<file path="src/rtl/btn_led_pkg.sv">
// Shared mode encodings and default timing constants for the button/LED controller.
package btn_led_pkg;

    typedef enum logic [1:0] {
        MODE_OFF        = 2'd0,
        MODE_SOLID      = 2'd1,
        MODE_BLINK_SLOW = 2'd2,
        MODE_BLINK_FAST = 2'd3
    } mode_t;

    localparam int DEBOUNCE_CYCLES_DEF = 1_000_000;
    localparam int SLOW_DIV_DEF        = 25_000_000;
    localparam int FAST_DIV_DEF        = 5_000_000;
    localparam int CNT_W_DEF           = 25;

    // The 2-bit encoding wraps naturally from BLINK_FAST back to OFF.
    function automatic mode_t next_mode(input mode_t m);
        return mode_t'(m + 2'd1);
    endfunction

endpackage

</file>
<file path="src/rtl/button_led_ctrl_if.sv">
// Pin-side bundle: raw button/switch inputs and the LED/status outputs.
interface button_led_ctrl_if;
   logic       Button;
   logic       Switch;
   logic       LED_B;
   logic       LED_S;
   logic [1:0] mode;
   logic       press_pulse;

   modport master (output Button, Switch, input LED_B, LED_S, mode, press_pulse);
   modport slave  (input Button, Switch, output LED_B, LED_S, mode, press_pulse);
endinterface

</file>
<file path="src/rtl/debouncer.sv">
// Two-flop synchroniser followed by a stability counter; the output flips only
// after the synchronised input has differed for DEBOUNCE_CYCLES consecutive cycles.
module debouncer #(
   parameter int DEBOUNCE_CYCLES = 1_000_000,
   parameter int CNT_W           = 25
) (
   input  logic clk,
   input  logic reset,
   input  logic din,
   output logic dout
);
   localparam logic [CNT_W-1:0] CNT_LAST = CNT_W'(DEBOUNCE_CYCLES - 1);

   logic             r_sync1;
   logic             r_sync2;
   logic             r_stable;
   logic [CNT_W-1:0] r_cnt;

   always_ff @(posedge clk or negedge reset) begin
      if (!reset) begin
         r_sync1  <= 1'b0;
         r_sync2  <= 1'b0;
         r_stable <= 1'b0;
         r_cnt    <= '0;
      end else begin
         r_sync1 <= din;
         r_sync2 <= r_sync1;
         // Any return to the stable level discards accumulated evidence.
         if (r_sync2 == r_stable) begin
            r_cnt <= '0;
         end else if (r_cnt == CNT_LAST) begin
            r_stable <= r_sync2;
            r_cnt    <= '0;
         end else begin
            r_cnt <= r_cnt + CNT_W'(1);
         end
      end
   end

   assign dout = r_stable;
endmodule

</file>
<file path="src/rtl/button_led_ctrl.sv">
// Debounces Button/Switch, turns button presses into mode steps while unlocked,
// and drives the mode pattern LED plus the unlock indicator LED.
module button_led_ctrl
   import btn_led_pkg::*;
#(
   parameter int DEBOUNCE_CYCLES = DEBOUNCE_CYCLES_DEF,
   parameter int SLOW_DIV        = SLOW_DIV_DEF,
   parameter int FAST_DIV        = FAST_DIV_DEF,
   parameter int CNT_W           = CNT_W_DEF
) (
   input  logic               clk,
   input  logic               reset,
   button_led_ctrl_if.slave   bus
);
   localparam logic [CNT_W-1:0] SLOW_LAST = CNT_W'(SLOW_DIV - 1);
   localparam logic [CNT_W-1:0] FAST_LAST = CNT_W'(FAST_DIV - 1);

   // Index 0 is the button, index 1 the switch.
   logic [1:0] w_raw;
   logic [1:0] w_db;

   assign w_raw = {bus.Switch, bus.Button};

   generate
      for (genvar gi = 0; gi < 2; gi++) begin : g_deb
         debouncer #(
            .DEBOUNCE_CYCLES (DEBOUNCE_CYCLES),
            .CNT_W           (CNT_W)
         ) u_debouncer (
            .clk   (clk),
            .reset (reset),
            .din   (w_raw[gi]),
            .dout  (w_db[gi])
         );
      end
   endgenerate

   logic r_btn_prev;
   logic r_press;
   logic r_led_s;

   always_ff @(posedge clk or negedge reset) begin
      if (!reset) begin
         r_btn_prev <= 1'b0;
         r_press    <= 1'b0;
         r_led_s    <= 1'b0;
      end else begin
         r_btn_prev <= w_db[0];
         r_press    <= w_db[0] & ~r_btn_prev;
         r_led_s    <= w_db[1];
      end
   end

   mode_t            r_mode;
   mode_t            w_mode_next;
   logic [CNT_W-1:0] r_blink_cnt;
   logic [CNT_W-1:0] w_cnt_next;
   logic [CNT_W-1:0] w_div_last;
   logic             r_phase;
   logic             w_phase_next;
   logic             r_led_b;
   logic             w_led_b_next;

   always_ff @(posedge clk or negedge reset) begin
      if (!reset) begin
         r_mode      <= MODE_OFF;
         r_blink_cnt <= '0;
         r_phase     <= 1'b0;
         r_led_b     <= 1'b0;
      end else begin
         r_mode      <= w_mode_next;
         r_blink_cnt <= w_cnt_next;
         r_phase     <= w_phase_next;
         r_led_b     <= w_led_b_next;
      end
   end

   // The registered switch level is sampled before its own update, so a
   // press coinciding with a lock is still accepted.
   always_comb begin
      w_mode_next = r_mode;
      if (r_press && w_db[1]) begin
         w_mode_next = next_mode(r_mode);
      end
   end

   assign w_div_last = (r_mode == MODE_BLINK_SLOW) ? SLOW_LAST : FAST_LAST;

   always_comb begin
      w_cnt_next   = r_blink_cnt;
      w_phase_next = r_phase;
      if (w_mode_next != r_mode) begin
         w_cnt_next   = '0;
         w_phase_next = 1'b1;
      end else if (r_mode == MODE_BLINK_SLOW || r_mode == MODE_BLINK_FAST) begin
         if (r_blink_cnt == w_div_last) begin
            w_cnt_next   = '0;
            w_phase_next = ~r_phase;
         end else begin
            w_cnt_next = r_blink_cnt + CNT_W'(1);
         end
      end
   end

   // Decoded from next-state values so LED_B lands in the same cycle as mode.
   always_comb begin
      w_led_b_next = 1'b0;
      case (w_mode_next)
         MODE_OFF:   w_led_b_next = 1'b0;
         MODE_SOLID: w_led_b_next = 1'b1;
         default:    w_led_b_next = w_phase_next;
      endcase
   end

   assign bus.LED_B       = r_led_b;
   assign bus.LED_S       = r_led_s;
   assign bus.mode        = r_mode;
   assign bus.press_pulse = r_press;
endmodule

</file>
<file path="src/flat_wrapper.sv">
// flat-port wrapper written by rule: the top's interface ports become plain ports
module button_led_ctrl_flat import btn_led_pkg::*;
#(
   parameter int DEBOUNCE_CYCLES = DEBOUNCE_CYCLES_DEF,
   parameter int SLOW_DIV        = SLOW_DIV_DEF,
   parameter int FAST_DIV        = FAST_DIV_DEF,
   parameter int CNT_W           = CNT_W_DEF
)
  (clk, reset, bus_Button, bus_Switch, bus_LED_B, bus_LED_S, bus_mode, bus_press_pulse);
  button_led_ctrl_if bus_i ();
  input  logic clk;
  input  logic reset;
  input wire logic [$bits(bus_i.Button)-1:0] bus_Button;
  input wire logic [$bits(bus_i.Switch)-1:0] bus_Switch;
  output wire logic [$bits(bus_i.LED_B)-1:0] bus_LED_B;
  output wire logic [$bits(bus_i.LED_S)-1:0] bus_LED_S;
  output wire logic [$bits(bus_i.mode)-1:0] bus_mode;
  output wire logic [$bits(bus_i.press_pulse)-1:0] bus_press_pulse;
  assign bus_i.Button = bus_Button;
  assign bus_i.Switch = bus_Switch;
  assign bus_LED_B = bus_i.LED_B;
  assign bus_LED_S = bus_i.LED_S;
  assign bus_mode = bus_i.mode;
  assign bus_press_pulse = bus_i.press_pulse;
  button_led_ctrl #(.DEBOUNCE_CYCLES(DEBOUNCE_CYCLES), .SLOW_DIV(SLOW_DIV), .FAST_DIV(FAST_DIV), .CNT_W(CNT_W)) u_core (.clk(clk), .reset(reset), .bus(bus_i));
endmodule
</file>
<file path="config.mk">
export PLATFORM = sky130hd
export DESIGN_NAME = button_led_ctrl_flat
export DESIGN_NICKNAME = d
export VERILOG_FILES = /design/src/rtl/btn_led_pkg.sv /design/src/rtl/button_led_ctrl_if.sv /design/src/rtl/debouncer.sv /design/src/rtl/button_led_ctrl.sv /design/src/flat_wrapper.sv
export SDC_FILE = /design/constraint.sdc
export NUM_CORES = 1
export LEC_CHECK = 0
export BUFFER_PORTS_ARGS = -buffer_cell sky130_fd_sc_hd__clkbuf_2
export CAP_MARGIN = 20
export CORE_UTILIZATION = 35
export CTS_CLUSTER_DIAMETER = 200
export DETAILED_ROUTE_END_ITERATION = 10
export REMOVE_ABC_BUFFERS = 1
export SLEW_MARGIN = 20
export SYNTH_ARGS = -nofsm -noshare
export SYNTH_HDL_FRONTEND = slang
export SYNTH_SLANG_ARGS = --single-unit
</file>
<file path="constraint.sdc">
create_clock -name clk -period 4.29 [get_ports clk]
set_clock_uncertainty 0.15 [all_clocks]
set_input_delay 0.2145 -clock clk [delete_from_list [all_inputs] [get_ports clk]]
set_output_delay 0.2145 -clock clk [all_outputs]
set_load 0.01 [all_outputs]
</file>
==> tab_implementation.tex <==
\begin{tabular}{lr}
\hline
Metric & Value \\
\hline
\multicolumn{2}{l}{\textbf{Placement}} \\
Instance area at placement & 4570 sq um \\
Port bufs & 8 \\
Global placer's final weighted congestion & between 0.8 and 0.9 \\
Final HPWL DP & 5.55 mm \\
\multicolumn{2}{l}{\textbf{Die}} \\
Core area & 12,100 sq um \\
Std cell rows & 40 \\
I/O Pins & 9 \\
Vertical die dimension & 114 um \\
Effective utilization at floorplan & 36.1\% \\
Floorplan die width & approximately 110 um \\
Area enclosed by the die boundary & 12,900 sq um \\
\multicolumn{2}{l}{\textbf{Synthesis}} \\
Number of enable flip-flop cells after synthesis & 0 \\
Number of cells produced by synthesis & 447 \\
Portion of netlist area occupied by mux cells & 0.515\% \\
Yosys warning total & 0 \\
Sequential share of the synthesized area & 50.3\% \\
\#FFs+latches synth & 88 \\
Adder-cell share of the synthesized area & under 10\% \\
Avg Inst Size Synth & 9.79 sq um \\
Async set-reset flop share out of synthesis & 100\% \\
Commonest register cell after synthesis & dfrtp\_1 \\
Ranking of synthesized cells by area & dfrtp\_1 (50\%), xor2\_1 (8.0\%), nor2\_1 (7.4\%), xnor2\_1 (5.2\%), nand3\_1 (4.0\%) \\
Cell type with the highest aggregate area in the netlist & dfrtp\_1 \\
Post-synthesis share of cell area spent on and, or, nand and nor gates & 28.5\% \\
Post-synth top area share & 50.3\% \\
XOR/XNOR Fraction of Synth Area & 13.2\% \\
Count of unique library cells instantiated by Yosys & 47 \\
Combinational family with the most area after synthesis & simple AND/OR/NAND/NOR gates \\
Combined area of all synthesized cells & between 4000 and 5000 sq um \\
Synthesized-area fraction occupied by ao, oa, aoi and oai cells & 3.86\% \\
\multicolumn{2}{l}{\textbf{Global route}} \\
Met3 usage in global routing & 5.21\% \\
Number of global-route vias before repair & about 3,100 \\
Met2 global-route usage & 23.5\% \\
Wire length of the first global-routing pass & $\sim$15 mm \\
Met1 usage & 18.8\% \\
Initial antenna violation count & 0 \\
GRT Util Overall & 14.6\% \\
Most used routing layer & met2 \\
Largest net degree at the start of global routing & 49 \\
Final global-route overflow total & 0 \\
\multicolumn{2}{l}{\textbf{STA}} \\
Actual transition at the worst max-transition pin & 921 ps \\
Final cycle utilization of the critical path & 56.8\% \\
Smallest hold slack & a little over 200 ps \\
Relative slew margins & between 30\% and 40\% \\
Setup repair after global routing missed its margin & false \\
Min Tclk post-route & $\sim$2400 ps \\
Total Neg Setup Slack & 0 ps \\
Peak clock frequency supported by timing & between 400 and 500 MHz \\
Count of final setup violators & 0 \\
Number of hold-slack violations in the final timing report & 0 \\
Final number of max-transition violations & 0 \\
\multicolumn{2}{l}{\textbf{Setup path}} \\
Kind of critical path & register to register \\
Worst path required time & between 4000 and 5000 ps \\
Number of cells traversed by the worst register-to-register path & 6 \\
Maximum fanout along the worst path & 25 \\
Highest cell delay on the worst timing path & 750 ps \\
Category of the worst setup path capture point & register \\
Master of the slowest instance on the critical path & nand2b\_1 \\
CP arrival & 2470 ps \\
Cells along the critical path & ha\_1 -> nand2\_1 -> or2\_2 -> nor3\_1 -> nand2b\_1 -> nor2\_1 \\
Crit start category & register \\
\multicolumn{2}{l}{\textbf{Run status}} \\
Result of the run & complete, no violations \\
\multicolumn{2}{l}{\textbf{Drt}} \\
DR DRC count & 0 \\
Avg WL per Cell & 13.2 um \\
Via total after detailed routing & between 3,000 and 4,000 \\
Post-route ant nets & 0 \\
Routed WL & 8.29 mm \\
1st-iter DRT viols & between 150 and 200 \\
First-pass detailed-route iteration total & 5 \\
Avg Vias per Cell & between 4 and 5 \\
\multicolumn{2}{l}{\textbf{Cells and area}} \\
Most common cell after layout, fill and taps aside & dfrtp\_1 \\
Core occupancy in the finished layout & 40.6\% \\
Final Instance Area & 4920 sq um \\
Area added between synthesis and finish & 12.5\% \\
Layout cell share with drive strength beyond 1 & 8.24\% \\
Most used cells in the layout excluding fill and tap cells & dfrtp\_1 (88), nor2\_1 (86), xor2\_1 (40) \\
Number of diodes added for antenna fixing & 0 \\
Final net count & 466 \\
Fill cell total of the finished layout & 1,205 \\
\multicolumn{2}{l}{\textbf{Clock tree}} \\
Clk pin slew, worst setup/hold paths & 60 ps \\
Clock tree from TritonCTS & done \\
Cell at the root of the clock tree & clkbuf\_16 \\
Setup repair bufs after CTS & 0 \\
Maximum buffer depth of the clock tree & 2 \\
Later-pin clock latency in the skew report & roughly 340 ps \\
Clock buffer count from CTS & 9 \\
H-tree level count & 3 \\
Clk sinks & 88 \\
\multicolumn{2}{l}{\textbf{Power and ir drop}} \\
Ratio of total power to cell area & 349 nW/um\^{}2 \\
Cell leakage power & 2.07 nW \\
Maximum VDD drop & 0.201 mV \\
\multicolumn{2}{l}{\textbf{Worst hold path}} \\
Classification of the worst-slack hold path & register to register \\
Number of cells traversed by the worst hold path & 0 \\
\multicolumn{2}{l}{\textbf{Run}} \\
\# Max-Cap Violations & 0 \\
\hline
\end{tabular}
==> cell type report <==
class                           instances  area, sq um  area share [%]
Clock inverter                          5         81.3            1.65
Sequential cell                        88         2200            44.8
Timing Repair Buffer                   12         80.1            1.63
Clock buffer                           10          239            4.86
Inverter                                8         30.0           0.610
Multi-Input combinational cell        338         2080            42.2
Tap cell                              168          210            4.27
==> registers in the layout, indices dropped and copies added, names as in the netlist, 2 cells and up <==
register	count
u_core.g_deb.u_debouncer.r_cnt	50
u_core.r_blink_cnt	25
u_core.g_deb.u_debouncer.r_sync1	2
u_core.bus.mode	2
u_core.g_deb.u_debouncer.dout	2
u_core.g_deb.u_debouncer.r_sync2	2
==> power by group <==
part	switching (mW)	internal (mW)	total, mW	leakage (nW)
logic	0.0288	0.00877	0.0376	0.699
registers	0.00458	0.836	0.841	1.22
clock network	0.318	0.522	0.841	0.155
total	0.352	1.37	1.72	2.07
==> routing by layer <==
| layer | wire (um) | share of wire [%] |
|---|---|---|
| met3 | 258 | 3.1 |
| met1 | 4020 | 48 |
| met5 | 0 | 0 |
| met4 | 55 | 0.66 |
| met2 | 3960 | 48 |
==> per-stage QoR <==
stage,worst slack (ps),std cells,total power [mW]
after floorplan,2210,434,0.869
after global placement,1840,611,0.893
after detailed placement,1810,611,0.894
after CTS,1790,629,1.75
after global routing,1520,629,1.79
final,1850,629,1.72
==> path summary, 6_finish.rpt <==
path                       slack, ps                                            from                                              end
min in group asynchronous        260                                           reset  u_core.g_deb[1].u_debouncer.r_cnt[21]$_DFF_PN0_
max in group asynchronous       2730                                           reset    u_core.g_deb[0].u_debouncer.r_sync2$_DFF_PN0_
max reg2reg                     1850  u_core.g_deb[1].u_debouncer.r_cnt[0]$_DFF_PN0_   u_core.g_deb[1].u_debouncer.r_cnt[8]$_DFF_PN0_
max                             1850  u_core.g_deb[1].u_debouncer.r_cnt[0]$_DFF_PN0_   u_core.g_deb[1].u_debouncer.r_cnt[8]$_DFF_PN0_
min reg2reg                      210   u_core.g_deb[0].u_debouncer.r_sync1$_DFF_PN0_    u_core.g_deb[0].u_debouncer.r_sync2$_DFF_PN0_
min                              210   u_core.g_deb[0].u_debouncer.r_sync1$_DFF_PN0_    u_core.g_deb[0].u_debouncer.r_sync2$_DFF_PN0_
==> kinds of logic (layout without fill, tap and decap cells) <==
family / Yosys count / in the layout
adders and majority gates: 5 / 5
muxes: 2 / 2
AOI/OAI and AO/OA: 22 / 22
xor gates and xnor gates: 66 / 66
and+or+nand+nor: 243 / 243
DFF: 88 / 88
buffers and inverters: 21 / 35
==> cell usage after synthesis, drive strengths merged (7+ instances only) <==
cell type  number
xor2           40
nand3          35
nand4          21
and3            8
nand2          38
dfrtp          88
and4            7
nor2           86
nor4            8
inv             8
buf             8
nor3           15
xnor2          26
==> timing repair <==
item	4_1_cts	5_1_grt
resized for setup	0	0
hold buffers	3	0
endpoints found under the hold margin	42	0
==> critical path, delay by kind of cell, from the launching register on <==
kind	cells	cell delay, ps
AND/OR/NAND/NOR	5	1520
flip-flops	1	380
adder cells (fa/ha/maj)	1	230
(Power assumes the default switching activity.)
